File: config.mk
export PLATFORM = sky130hd
export DESIGN_NAME = serial_magnitude_comparator
export DESIGN_NICKNAME = d
export VERILOG_FILES = /design/src/rtl/serial_magnitude_comparator.sv
export SDC_FILE = /design/constraint.sdc
export NUM_CORES = 1
export LEC_CHECK = 0
export CAP_MARGIN = 20
export CORE_AREA = 5 5 55 57
export DETAILED_ROUTE_END_ITERATION = 6
export DIE_AREA = 0 0 60 62
export PLACE_DENSITY = 0.74
export SYNTH_ARGS = -nofsm -noshare
export SYNTH_HDL_FRONTEND = slang
export SYNTH_SLANG_ARGS = --single-unit
File: constraint.sdc
create_clock -name clk -period 2.6 [get_ports clk]
set_clock_uncertainty 0.2 [all_clocks]
set_input_delay 0.78 -clock clk [delete_from_list [all_inputs] [get_ports clk]]
set_output_delay 0.78 -clock clk [all_outputs]
set_load 0.02 [all_outputs]
File: src/rtl/serial_magnitude_comparator.sv
// Bit-serial MSB-first magnitude comparator with early exit on the first differing bit.
// Start/done handshake; gt/eq/lt are registered and held until the next accepted start.
module serial_magnitude_comparator #(
  parameter int WIDTH  = 8,
  parameter bit SIGNED = 1'b0
) (
  input  logic             clk,
  input  logic             reset,
  input  logic             start,
  input  logic [WIDTH-1:0] a,
  input  logic [WIDTH-1:0] b,
  output logic             busy,
  output logic             done,
  output logic             gt,
  output logic             eq,
  output logic             lt
);

  localparam int IW = (WIDTH > 1) ? $clog2(WIDTH) : 1;

  localparam logic [1:0] S_IDLE = 2'd0;
  localparam logic [1:0] S_CMP  = 2'd1;
  localparam logic [1:0] S_DONE = 2'd2;

  logic [1:0]       state;
  logic [IW-1:0]    idx;
  logic [WIDTH-1:0] op_a, op_b;
  logic             bit_a, bit_b, sign_pos, a_wins;

  assign bit_a    = op_a[idx];
  assign bit_b    = op_b[idx];
  assign sign_pos = SIGNED && (idx == IW'(WIDTH - 1));
  // On a differing bit, A is larger when its bit is 1 -- inverted at the sign position.
  assign a_wins   = bit_a ^ sign_pos;

  assign busy = (state == S_CMP);
  assign done = (state == S_DONE);

  always_ff @(posedge clk or posedge reset) begin
    if (reset) begin
      state <= S_IDLE;
      idx   <= '0;
      op_a  <= '0;
      op_b  <= '0;
      gt    <= 1'b0;
      eq    <= 1'b0;
      lt    <= 1'b0;
    end else begin
      case (state)
        S_IDLE: begin
          if (start) begin
            op_a  <= a;
            op_b  <= b;
            idx   <= IW'(WIDTH - 1);
            gt    <= 1'b0;
            eq    <= 1'b0;
            lt    <= 1'b0;
            state <= S_CMP;
          end
        end
        S_CMP: begin
          if (bit_a != bit_b) begin
            gt    <= a_wins;
            lt    <= ~a_wins;
            state <= S_DONE;
          end else if (idx == '0) begin
            eq    <= 1'b1;
            state <= S_DONE;
          end else begin
            idx <= idx - 1'b1;
          end
        end
        S_DONE:  state <= S_IDLE;
        default: state <= S_IDLE;
      endcase
    end
  end

endmodule

==> run_results.csv <==
group,metric,value,unit
worst_setup_path,r2r_start,"idx[0]$_DFFE_PP0P_",
floorplan,die_w,60,µm
synth,synth_mux_area_share,28.4,%
worst_setup_path,timing.rr.end,"state[0]$_DFFE_PP0P_",
layout,final.fill_count,202,
synth,synth_cells,84,
worst_setup_path,cp-start-kind,"flop",
layout,final_cells,140,
synth,synth.avg_cell_area,13.7,µm²
clock_network,cts_buffers,3,
synth,synth_top_family_by_area,"multiplexers",
run_status,status,"complete, no violations",
min_path,worstHoldPathType,"flop to flop",
global_routing,antenna_found_initial,0,
timing,final_hold_viol_count,0,
worst_setup_path,endpoint,"busy",
place,port_buffers,23,
clock_network,cts_sinks,24,
layout,drive_above_1_share,25.5,%
detailed_routing,met2_length,924,µm
detailed_routing,drcViolationCount,0,
layout,utilization,60.4,%
synth,synth_xor_area_share,1.41,%
worst_setup_path,worstPathArrival,1.50,ns
global_routing,grt_max_degree,25,
timing,setup_violations,0,
clock_network,htreeDepth,1,
floorplan,pin_count,24,
worst_setup_path,cp-startpoint,"state[1]$_DFFE_PP0P_",
detailed_routing,drt_iter0_drc,4,
worst_setup_path,crit_path_max_fanout,6,
floorplan,core-area,0.00243,mm²
timing,timing.fmax,0.404,GHz
floorplan,start_util,47.4,%
worst_setup_path,max_stage_delay,0.41,ns
synth,yosysSeqAreaShare,52.1,%
synth,syn_area,0.00115,mm²
synth,yosysTopAreaCell,"dfrtp_1",
worst_setup_path,cpMaxStageDelayCell,"dfrtp_1",
synth,yosysUniqueCellTypes,26,
timing,rsz0062_at_grt,"no",
synth,synth_compound_area_share,4.78,%
worst_setup_path,reg2reg_slack,0.29,ns
worst_setup_path,end_kind,"output port",
floorplan,rows,18,
detailed_routing,vias,726,
layout,layout_commonest_cell,"dfrtp_1",
detailed_routing,wl_met3,149,µm
timing,drv_slew,0,
place,place.gp.congestion,0.772,
floorplan,die_area,0.00372,mm²
detailed_routing,ant_nets,0,
layout,diodes,0,
synth,synthSimpleGateAreaFrac,7.82,%
layout,final_cell_mix,"24 x dfrtp_1, 22 x clkdlybuf4s50_1, 12 x mux2_2",
detailed_routing,drtPass1Iterations,4,
synth,yosys.area_share.adder,2.17,%
timing,tns,0,ns
layout,syn_to_final_growth,27.5,%
place,place_hpwl,1.50,mm
detailed_routing,via_per_inst,5.19,
detailed_routing,wl_met1,860,µm
synth,ys.warnings.count,0,
synth,synth_nets,105,
clock_network,clockRootBuffer,"clkbuf_4",
place,place_inst,136,
detailed_routing,top_layer_used,"met4",
clock_network,clk_pin_slew,0.13,ns
clock_network,postCtsResizedCells,1,
worst_setup_path,crit_type,"flop to output port",
layout,finish.net_count,132,
synth,synth_seq_cells,24,
global_routing,grt_pass1_vias,752,
layout,fin_area,0.00147,mm²
clock_network,cts_setup_buffers,0,
global_routing,overflow,0,
detailed_routing,wirelength,1.94,mm
clock_network,clk_latency,0.31,ns
worst_setup_path,r2r.worst_path.cells,5,
timing,period_needed,2.48,ns
pwr,power,0.00173,W
synth,yosysTopAreaCellShare,52.1,%
timing,slew_headroom,74.5,%
timing,period_share,95.2,%
pwr,power.density,1180,mW/mm²
floorplan,die-height,62,µm
worst_setup_path,cp_data_required_time,1.62,ns
timing,worstMarginPinSlew,0.382,ns
pwr,ir_drop,0.745,mV
clock_network,cts_buffer_depth,2,
global_routing,grt_pass1_wl,3.38,mm
place,postPlaceCellArea,0.00143,mm²
clock_network,ctsHoldBuffers,0,
synth,synth_area_leaders,"dfrtp_1 52%, mux2_2 12%, mux4_2 7.8%, mux2_1 3.9%, nor2_1 2.3%",
worst_setup_path,path_cells,"nand2b_1 > inv_1 > dlygate4sd2_1",
clock_network,cts_tree,"built",
global_routing,grt_usage,12.3,%
detailed_routing,wl_per_cell,13.9,µm
pwr,p_leak,0.628,nW
job,cap_violations,0,
## where the power goes
group | leakage, nW | switching (W) | internal [W]
Clock | 0.0210 | 0.000108 | 0.0000854
Sequential | 0.283 | 0.000114 | 0.000543
Combinational | 0.324 | 0.000392 | 0.000487
## cell type report
cell class	count	area, µm²	share of cell area [%]
clock buffer	4	36.3	2.47
inverter	5	18.8	1.28
multi-input combinational	52	519	35.3
sequential	24	601	40.9
tap	30	37.5	2.56
timing repair buffer	25	256	17.5
## cells by family (layout without fill, tap and decap cells)
family	Yosys count	in the layout
compound gates	8	8
xor+xnor	1	1
fa+ha+maj	2	2
buf+inv	8	34
flops	24	24
mux	24	24
simple gates	17	17
## registers in the layout (all words and copies together), names as in the netlist
signal	flops
state	2
gt	1
lt	1
op_b	8
idx	3
eq	1
op_a	8
## worst min-delay path by stage
stage | start | depth (start not counted) | slack, ns | endpoint
2_1_floorplan | op_a[4]$_DFFE_PP0P_ | 1 | 0.25 | op_a[4]$_DFFE_PP0P_
3_3_place_gp | op_a[4]$_DFFE_PP0P_ | 1 | 0.27 | op_a[4]$_DFFE_PP0P_
3_5_place_dp | op_b[1]$_DFFE_PP0P_ | 1 | 0.28 | op_b[1]$_DFFE_PP0P_
4_1_cts | op_b[1]$_DFFE_PP0P_ | 1 | 0.31 | op_b[1]$_DFFE_PP0P_
5_1_grt | op_a[4]$_DFFE_PP0P_ | 1 | 0.33 | op_a[4]$_DFFE_PP0P_
6_report | op_b[1]$_DFFE_PP0P_ | 1 | 0.30 | op_b[1]$_DFFE_PP0P_
## critical path, delay by kind of cell (launching register included)
family | cells | cell delay (ns)
buffers and inverters | 2 | 0.55
flip-flops | 1 | 0.41
AND/OR/NAND/NOR | 1 | 0.23
## cell usage after synthesis (all sizes together)
master / n
xnor2: 1
nand2b: 1
or2: 1
o21ai: 2
clkbuf: 2
o22ai: 1
buf: 1
inv: 5
mux2i: 3
a21o: 1
nor3: 1
dfrtp: 24
o31a: 1
a21oi: 1
nor3b: 1
ha: 2
mux4: 4
nand2: 4
mux2: 17
nor2: 7
a22o: 2
nor2b: 2
## stage by stage
stage | hold slack, ns | setup slack (ns)
2_1_floorplan | 0.252 | 0.431
3_3_place_gp | 0.266 | 0.234
3_5_place_dp | 0.279 | 0.194
4_1_cts | 0.309 | 0.109
5_1_grt | 0.325 | 0.0393
6_report | 0.301 | 0.125
## metal layers
metal	up-vias	track usage, %
met5	-	0
met4	0	3.80
met1	357	15.4
met2	22	21.3
li1	345	-
met3	2	2.69
No activity file was read; power rests on OpenSTA's default activity.
